==> config.mk <==
export PLATFORM = sky130hd
export DESIGN_NAME = double_buffer_ctrl
export DESIGN_NICKNAME = d
export VERILOG_FILES = /design/src/rtl/double_buffer_ctrl.sv
export SDC_FILE = /design/constraint.sdc
export NUM_CORES = 1
export LEC_CHECK = 0
export CAP_MARGIN = 20
export CORE_ASPECT_RATIO = 2
export CORE_MARGIN = 5
export CORE_UTILIZATION = 21
export CTS_BUF_LIST = sky130_fd_sc_hd__clkbuf_16
export CTS_CLUSTER_DIAMETER = 40
export DETAILED_ROUTE_END_ITERATION = 16
export PLACE_DENSITY = 0.76
export SLEW_MARGIN = 20
export SYNTH_ARGS = -nofsm -noshare
export SYNTH_HDL_FRONTEND = slang
export SYNTH_SLANG_ARGS = --single-unit
export TNS_END_PERCENT = 1
==> constraint.sdc <==
create_clock -name clk -period 1.2 [get_ports clk]
set_input_delay 0.18 -clock clk [delete_from_list [all_inputs] [get_ports clk]]
set_output_delay 0.18 -clock clk [all_outputs]
set_load 0.05 [all_outputs]
==> src/rtl/double_buffer_ctrl.sv <==
// double_buffer_ctrl: ping-pong frame buffer controller over a dual-port RAM.
// A writer fills one bank (wr_bank) while a reader reads the other (~wr_bank).
// Banks exchange once a frame is complete and the reader has released its bank.
//
// Ports:
//   clk, reset                   single clock, synchronous active-high reset
//   wr_valid/wr_data/wr_last     writer word stream; wr_ready accepts it
//   rd_req/rd_addr               reader word request (index within read bank)
//   rd_data/rd_valid             read word, valid one cycle after rd_req
//   rd_frame_done                reader has finished with its bank (pulse)
//   swap                         one-cycle pulse when banks exchange
//   rd_bank_valid                read bank holds a completed frame
//   ram_*                        dual-port RAM: port A write, port B read
//   rd_word_count                words in the frame just swapped in
//                                (present only with DBUF_WORD_COUNT_EN defined)
module double_buffer_ctrl #(
  parameter int unsigned DATA_W = 32,
  parameter int unsigned ADDR_W = 9
) (
  input  logic              clk,
  input  logic              reset,
  input  logic              wr_valid,
  input  logic [DATA_W-1:0] wr_data,
  input  logic              wr_last,
  output logic              wr_ready,
  input  logic              rd_req,
  input  logic [ADDR_W-2:0] rd_addr,
  output logic [DATA_W-1:0] rd_data,
  output logic              rd_valid,
  input  logic              rd_frame_done,
  output logic              swap,
  output logic              rd_bank_valid,
`ifdef DBUF_WORD_COUNT_EN
  output logic [ADDR_W-1:0] rd_word_count,
`endif
  output logic [ADDR_W-1:0] ram_ada,
  output logic [ADDR_W-1:0] ram_adb,
  output logic [DATA_W-1:0] ram_din,
  output logic              ram_cea,
  output logic              ram_ceb,
  output logic              ram_oce,
  input  logic [DATA_W-1:0] ram_dout
);

  localparam int unsigned PTR_W = ADDR_W - 1;
  localparam logic [PTR_W-1:0] PTR_MAX = '1;

  typedef enum logic {ST_FILL, ST_WAIT} state_t;

  state_t            state, state_next;
  logic              wr_bank;
  logic [PTR_W-1:0]  wr_ptr;
  logic              done_pend;
  logic              done_next;
  logic              swap_next;
  logic              accept;

  assign accept    = wr_valid && (state == ST_FILL);
  // A release arriving in the swap cycle is dropped: the swap clears the flag.
  assign done_next = swap ? 1'b0 : (done_pend | rd_frame_done);
  // swap is registered one cycle ahead so it is high exactly while in WAIT
  // with a pending release, i.e. in the cycle before the banks toggle.
  assign swap_next = (state_next == ST_WAIT) && done_next;

  // State register
  always_ff @(posedge clk) begin
    if (reset) state <= ST_FILL;
    else       state <= state_next;
  end

  // Next-state logic
  always_comb begin
    state_next = state;
    case (state)
      ST_FILL: if (accept && (wr_last || (wr_ptr == PTR_MAX))) state_next = ST_WAIT;
      ST_WAIT: if (done_pend) state_next = ST_FILL;
      default: state_next = ST_FILL;
    endcase
  end

  // Output decode and RAM port drive
  always_comb begin
    wr_ready = (state == ST_FILL);
    ram_cea  = 1'b0;
    ram_ceb  = 1'b0;
    ram_ada  = {wr_bank, wr_ptr};
    ram_adb  = {~wr_bank, rd_addr};
    ram_din  = wr_data;
    if (!reset) begin
      ram_cea = accept;
      ram_ceb = rd_req;
    end
  end

  assign ram_oce = 1'b1;
  assign rd_data = ram_dout;

  // Bank, pointer, release flag and read-valid registers
  always_ff @(posedge clk) begin
    if (reset) begin
      wr_bank       <= 1'b0;
      wr_ptr        <= '0;
      done_pend     <= 1'b1;
      rd_bank_valid <= 1'b0;
      swap          <= 1'b0;
      rd_valid      <= 1'b0;
    end else begin
      rd_valid  <= rd_req;
      done_pend <= done_next;
      swap      <= swap_next;
      if (swap) begin
        wr_bank       <= ~wr_bank;
        wr_ptr        <= '0;
        rd_bank_valid <= 1'b1;
      end else if (accept) begin
        wr_ptr <= wr_ptr + PTR_W'(1);
      end
    end
  end

`ifdef DBUF_WORD_COUNT_EN
  // A full bank wraps the pointer to zero, which stands for 256 words.
  always_ff @(posedge clk) begin
    if (reset) begin
      rd_word_count <= '0;
    end else if (swap) begin
      if (wr_ptr == '0) rd_word_count <= {1'b1, {PTR_W{1'b0}}};
      else              rd_word_count <= {1'b0, wr_ptr};
    end
  end
`endif

endmodule

==> results of run 1 <==
[metal layers]
layer / vias up / GRT usage, % / part of all wire [%]
li1: 303 / - / -
met1: 289 / 6.29 / 25
met2: 51 / 13.5 / 44
met3: 83 / 2.55 / 12
met4: 0 / 15.9 / 18
met5: - / 0 / 0
[stage by stage]
| stage | worst slack (ns) | TNS [ns] |
|---|---|---|
| finish | -0.0686 | -0.131 |
| global route | -0.124 | -0.432 |
| CTS | -0.0722 | -0.192 |
| detailed placement | -0.369 | -3.02 |
| global placement | -0.335 | -2.66 |
| floorplan | -0.150 | -1.17 |
[registers in the layout, indices dropped and copies added (netlist names)]
| register | cells |
|---|---|
| done_pend | 1 |
| state | 1 |
| wr_bank | 1 |
| wr_ptr | 8 |
| rd_bank_valid | 1 |
| rd_valid | 1 |
| swap | 1 |
[worst max-delay path, delay by kind of cell (launching register included)]
family          cells  cell delay [ns]
flops               1             0.36
fa+ha+maj           1             0.15
simple gates        2             0.50
compound gates      1             0.18
[how the worst max path moves through the flow]
| stage | endpoint | slack, ns | cells past startpoint |
|---|---|---|---|
| 2_1_floorplan | swap | -0.15 | 4 |
| 3_3_place_gp | swap | -0.33 | 4 |
| 3_5_place_dp | swap | -0.37 | 4 |
| 4_1_cts | swap | -0.07 | 4 |
| 5_1_grt | swap | -0.12 | 4 |
| 6_report | swap | -0.07 | 4 |
[cell usage in the layout (no fill, tap or decap), drive strengths merged, types with 2 or more instances in the layout]
master	count
or3	5
nand3	3
nor2	8
dfxtp	14
clkbuf	3
dlygate4sd2	2
buf	32
o21ai	4
clkdlybuf4s50	3
a21oi	6
xor2	2
inv	4
nand2	2
nand4b	2
[layout make-up]
type | count | area share (%)
Tap cell | 60 | 5.82
Sequential cell | 14 | 23.3
Inverter | 4 | 1.16
Multi-Input combinational cell | 45 | 25.5
Clock inverter | 1 | 0.291
Timing Repair Buffer | 37 | 38.1
Clock buffer | 3 | 5.82
[cell families after synthesis]
kind of cell / count (synthesis)
AO/OA/AOI/OAI: 14
multiplexers: 1
adder cells (fa/ha/maj): 1
flip-flops: 14
XOR/XNOR: 3
other: 1
buffers and inverters: 80
AND/OR/NAND/NOR: 25
[power breakdown]
part / switching (mW) / total [mW] / internal, mW
logic: 0.148 / 0.297 / 0.149
registers: 0.0193 / 0.499 / 0.480
clock network: 0.203 / 0.645 / 0.442
total: 0.370 / 1.44 / 1.07
[timing repair]
action                                  in CTS  in global routing
buffers inserted                             2                  0
gates resized for setup                      7                  3
pin swaps                                    4                  1
hold buffers                                 0                  0
endpoints found under the setup margin       9                 10
==> run summary, run 1 <==
Of all nets on the critical path, the largest fanout is 5. The tree is rooted in a sky130_fd_sc_hd__clkbuf_16. Setup repair after global routing could not meet its margin everywhere. The peak supply drop is 0.000553 V, and the average instance area after synthesis is 8.26 um2. The multi-input combinational cells in the finished layout cover a total of 329 um2.

From left edge to right edge, the die measures 62.3 um. The kind of capture point of the worst setup path is a flop. The peak clock frequency supported by timing is 0.788 GHz, and the number of cells traversed by the worst register-to-register path is 4. The area growth from synthesis to final layout is 12.3%, and the post-synthesis instance total is 139. The run gives 24.4% as the share of synthesized area occupied by flip-flops and latches. Dividing total power by cell area gives a power density of 1120 nW/um2. The run gives 1 as the maximum level of the CTS H-tree. The tools report the startpoint of the most critical setup path as wr_ptr[0]. The first TritonRoute pass finished after 3 iterations. The tools report the smallest hold slack as 0.360 ns. The run gives 0 as the count of final hold-check violations. The run gives 3 as the number of buffers added by the clock tree synthesis step. The startpoint identified for the worst register-to-register timing path is wr_ptr[0]. The startpoint identified for the worst hold timing path is wr_data[14]. The tools report the wire length of the first global-routing pass as 4660 um.

The most frequent cell after synthesis was sky130_fd_sc_hd__buf_4. After Yosys synthesis, full adders, half adders and majority gates account for 1.09% of the synthesized area. The signal arrival time at the worst endpoint was 1.44 ns; the cell depth of the worst hold path was 0.

In this run the register-to-register setup slack is -0.07 ns. By area the synthesized netlist is led by sky130_fd_sc_hd__buf_4 (48%), sky130_fd_sc_hd__dfxtp_1 (24%), sky130_fd_sc_hd__a21oi_1 (2.6%), sky130_fd_sc_hd__nor2_1 (2.6%), sky130_fd_sc_hd__or3_1 (2.2%). The mapped netlist covers 1150 um2. The commonest cells after synthesis are sky130_fd_sc_hd__buf_4 (74), sky130_fd_sc_hd__dfxtp_1 (14), sky130_fd_sc_hd__nor2_1 (8). The tools report the initial cell density of the core as 21.4%. The startpoint-to-endpoint class of the critical path is flop to flop. Routability-driven placement finished with a final weighted congestion of 0.766.

For this run, design rule violations remaining after detail routing come to 0. The tools report the final wirelength as 3020 um. TritonCTS built the clock tree. The height of the die works out to 115 um. After layout, the design draws a total of 1.44 mW.

Of the post-synthesis cell area, the dominant cell type holds 48.4%. The run gives 0 as the overflow left after global routing. The tools report the required time of the critical path as 1.37 ns. The largest individual stage delay along the critical path comes from the cell sky130_fd_sc_hd__or3_4. Post-synthesis simple-gate area fraction: 13.2%. The signal on the critical path passes through ha_4, nand4b_4, or3_4, a211oi_2. STA classifies the critical path startpoint as a flop. Most area-hungry cell type in the Yosys netlist: sky130_fd_sc_hd__buf_4. The tools report the number of global-route vias before repair as 858.

The tools report the number of antenna violations at the first check in global routing as 0. Counting every sink on the clock net gives 14. The xor and xnor area share after synthesis was 2.29%; the clock transition at the register clock pins on the worst setup and hold paths after CTS was 0.05 ns. The slack of the critical path is -0.0686 ns, and the area occupied by registers is 300 um2.

At the later pin of the worst-skew pair, clock insertion delay measures 0.24 ns. The placed instances occupy a cell area of 1170 um2. The iteration-0 DRC count of the detailed router is 24, and the post-layout utilization of the core is 24.0%.

The number of core rows is 38. The final number of max-transition violations is 0. The synthesized design contains 0 enable-type register cells. The worst min-delay path category was input port to primary output. In the final routed layout, each cell accounts on average for 18.4 um.

Global routing used 8.81% of the available tracks. Port buffering added 21 buffers. In this run, placement finished with an instance count of 158. The region available for standard cell placement spans 5370 um2. The register bit count reported by yosys works out to 14. The end of the worst hold path was ram_din[14].

The logs give 10 for the maximum number of pins on one net before global-route repair and 568 for the fill cell instance count of the final layout. Share of cell area taken by muxes after synthesis: 0.871%. For the number of distinct standard cells referenced by the synthesized netlist, the log shows 28.

The run finished, with violations left. The logs give 184 for the final net count and 0.508 nW for the leakage power summed over all cells. In this run the critical register-to-register path is captured at swap.

For the synthesized net count, the log shows 218. For the finished layout, the period the worst path requires is 1.27 ns. Combinational family with the most area after synthesis: buffers and inverters. Detailed placement finished with a half-perimeter wire length of 2400 um. Once layout is complete, the cells apart from fillers number 164.

The share of post-route cells with drive strength above 1 is 50.0%. Of the available clock period, the critical path in the final layout requires 106%. Across the run, the number of max-cap violations was 0. The floorplan die area came out at 7140 um2. The boundary pin count came out at 167. The clock arrives with 0.00153 ns of skew. The final-report setup violation count came out at 3. Dividing the detail-routed via count by the number of cells gives 4.43. The checks that failed: setup timing. After synthesis, the share of flip-flops with an asynchronous set or reset is 0%.

The run gives 0 as the count of inserted antenna diode cells. The synthesized netlist devotes 7.52% of its cell area to compound gates. The longest clock path from root to sink contains 2 buffers. Residual antenna-violating net count after detailed routing: 0. Predominant post-synthesis flop cell: sky130_fd_sc_hd__dfxtp_1. The total number of yosys warnings was 0; the final non-filler cell area was 1290 um2. The largest single stage delay on the critical path is 0.39 ns. For the total number of vias, the log shows 726.
(Power assumes the default switching activity.)
==> run 2: changes to the inputs <==
--- a/config.mk
+++ b/config.mk
@@ -13,6 +13,7 @@
 export CTS_CLUSTER_DIAMETER = 40
 export DETAILED_ROUTE_END_ITERATION = 16
 export PLACE_DENSITY = 0.76
+export RECOVER_POWER = 100
 export SLEW_MARGIN = 20
 export SYNTH_ARGS = -nofsm -noshare
 export SYNTH_HDL_FRONTEND = slang
==> run summary, run 2 (same netlist as run 1, synthesis figures left out) <==
The run finished, with violations left. The checks that failed: setup timing. At the end of routability-driven placement, the weighted congestion stood at 0.766.

The tools report the number of core rows as 38. The share of post-route cells with drive strength above 1 is 48.1%. Capture instance of the worst register-to-register path: swap.

The worst hold path terminates at ram_din[14]. The core footprint was 5370 um2. The detailed router placed 724 vias in this run. Of all nets on the critical path, the largest fanout is 5. The pre-CTS setup slack was -0.369 ns; the boundary pin count was 167. On the critical path, the stage with the largest delay is an instance of sky130_fd_sc_hd__or3_4.

In this run the horizontal extent of the chip is 62.3 um. For the worst flop-to-flop path, the logic depth is 4. In this run the most critical hold path is launched from wr_data[14]. Number of flip-flops in the largest register: 8.

The first global-routing pass estimated 4660 um of wire. The top cell types in the final layout, fill and taps aside, are sky130_fd_sc_hd__buf_12 (14), sky130_fd_sc_hd__buf_4 (14), sky130_fd_sc_hd__nor2_1 (7). The final critical path takes up 106% of the cycle.

The tools report the number of clock sinks as 14. The worst register-to-register path has a setup slack of -0.07 ns. For this run, the share of the core covered by cells in the final layout is 23.3%. The worst path in the final design needs a cycle of 1.27 ns, including I/O delays and setup.

The cell sitting at the root of the clock tree is a sky130_fd_sc_hd__clkbuf_16. Worst min-delay path category: input port to primary output. At the worst endpoint, the arrival time is 1.44 ns. Total power divided by cell area: 1140 nW/um2. The highest cell delay on the worst timing path works out to 0.39 ns.

On the final layout, the worst clock skew is 0.00151 ns. For this run, the top clock speed supported by timing is 0.788 GHz. The logs give 7140 um2 for the floorplan die area and 0 for the count of hold-fix buffers inserted at cts.

Once detail routing completed, the nets flagged for antenna violations numbered 0. Across the VDD grid, the largest voltage drop is 0.000553 V. The startpoint identified for the worst register-to-register timing path is wr_ptr[0]. After the last flow step, the layout net total stands at 184. Setup repair after global routing could not meet its margin everywhere. Measured along the y axis, the die boundary spans 115 um.

The leakage power summed over all cells is 0.495 nW, and the slack of the critical path is -0.0686 ns. The number of clock buffers added by TritonCTS is 3. Count of buffer and inverter cells on the critical path: 0.

In the final routed layout, each cell accounts on average for 18.4 um. For the number of antenna violations at the first check in global routing, the log shows 0. After clock tree synthesis, the clock-pin slew on the worst setup and hold paths is 0.05 ns.

Summing all placed instances gives a cell area of 1170 um2. Once the floorplan was initialized, standard cells occupied 21.4% of the core. The total DRC errors in the routed layout is 0. Max-cap violations in this run came to 0.

Count of inserted antenna diode cells: 0. The filler cells instantiated in the layout total 572. The critical path is of the flop to flop type. The category of cells accounting for the largest share of critical-path delay is simple AND/OR/NAND/NOR gates. Count of final hold-check violations: 0. The iteration-0 DRC count of the detailed router was 28; the area growth from synthesis to final layout was 9.15%. The worst hold path was traced through 0 stages. wr_ptr holds more flip-flops than any other register.

Overflow left after global routing: 0. The number of global-route vias before repair is 858. The tools report the all-layer global routing usage as 8.81%. The final number of max-transition violations came out at 0.

Counting along the longest clock path gives a buffer depth of 2. The logs give 1250 um2 for the final non-filler cell area and -0.191 ns for the sum of negative setup slack. For this block, the routed nets add up to 3020 um of wire. For the maximum number of pins on one net before global-route repair, the log shows 10. During placement, the flow inserted port buffers numbering 21. For the worst setup path, the data required time is 1.37 ns.

TritonCTS built the clock tree. STA classifies the critical path endpoint as a flop. The detailed-routing iteration count for the pre-antenna-repair pass is 3.

For the worst-skew pair, the clock arrives at the later sink with an insertion delay of 0.24 ns. Traced cell by cell, the critical path runs through ha_4, nand4b_4, or3_4, a211oi_2. Dividing the detail-routed via count by the number of cells gives 4.41. The maximum level of the CTS H-tree was 1; the final-report setup violation count was 5. For the half-perimeter wire length after detailed placement, the log shows 2400 um. STA classifies the critical path startpoint as a flop.
run 2: changes by cell type in the layout (fill, tap and decap cells not counted):
cell	delta
sky130_fd_sc_hd__nor2b_1	+1
sky130_fd_sc_hd__buf_4	-1
sky130_fd_sc_hd__clkbuf_1	+1
sky130_fd_sc_hd__nor2b_2	-1
sky130_fd_sc_hd__buf_12	-2
sky130_fd_sc_hd__clkbuf_2	+2
run 2: timing repair:
| action | CTS | global route |
|---|---|---|
| endpoints found under the setup margin | 9 | 10 |
| gates resized for setup | 7 | 3 |
| pin swaps | 4 | 1 |
| buffers inserted | 2 | 0 |
run 2: how the worst max path moves through the flow:
| stage | start | end | cells past startpoint | slack, ns |
|---|---|---|---|---|
| after floorplan | wr_ptr[1] | swap | 4 | -0.15 |
| after global placement | wr_valid | swap | 4 | -0.33 |
| after detailed placement | wr_valid | swap | 4 | -0.37 |
| after CTS | wr_ptr[0] | swap | 4 | -0.07 |
| after global routing | wr_ptr[0] | swap | 4 | -0.12 |
| final | wr_ptr[0] | swap | 4 | -0.07 |
run 2: routing by layer:
metal  global-route usage (%)  vias up  part of all wire [%]
li1                         -      303                     -
met1                     6.29      289                    25
met2                     13.5       51                    45
met3                     2.55       81                    12
met4                     15.9        0                    18
met5                        0        -                     0
run 2: power breakdown:
group / switching [mW] / leakage, nW / total, mW / internal [mW]
registers: 0.0172 / 0.119 / 0.497 / 0.480
clock network: 0.203 / 0.0385 / 0.645 / 0.442
logic: 0.147 / 0.337 / 0.284 / 0.136
run 2: worst register-to-register path, delay by kind of cell (launching register included):
kind                       cells  cell delay [ns]
AOI/OAI and AO/OA              1             0.18
and+or+nand+nor                2             0.50
adders and majority gates      1             0.15
DFF                            1             0.36
run 2: layout make-up:
class / count / area [um2] / area share (%)
repair buffers: 37 / 458 / 36.5
multi-input cells: 45 / 327 / 26.0
flip-flops and latches: 14 / 300 / 24.0
clock buffers: 3 / 75.1 / 5.99
well taps: 60 / 75.1 / 5.99
inverters: 4 / 15.0 / 1.20
clock inverters: 1 / 3.75 / 0.299
run 2: through the flow:
stage | total power, mW | instances | hold slack [ns]
4_1_cts | 1.47 | 164 | 0.360
2_1_floorplan | 1.29 | 139 | 0.249
5_1_grt | 1.51 | 164 | 0.360
3_5_place_dp | 0.799 | 158 | 0.360
6_report | 1.43 | 164 | 0.360
3_3_place_gp | 0.796 | 158 | 0.360
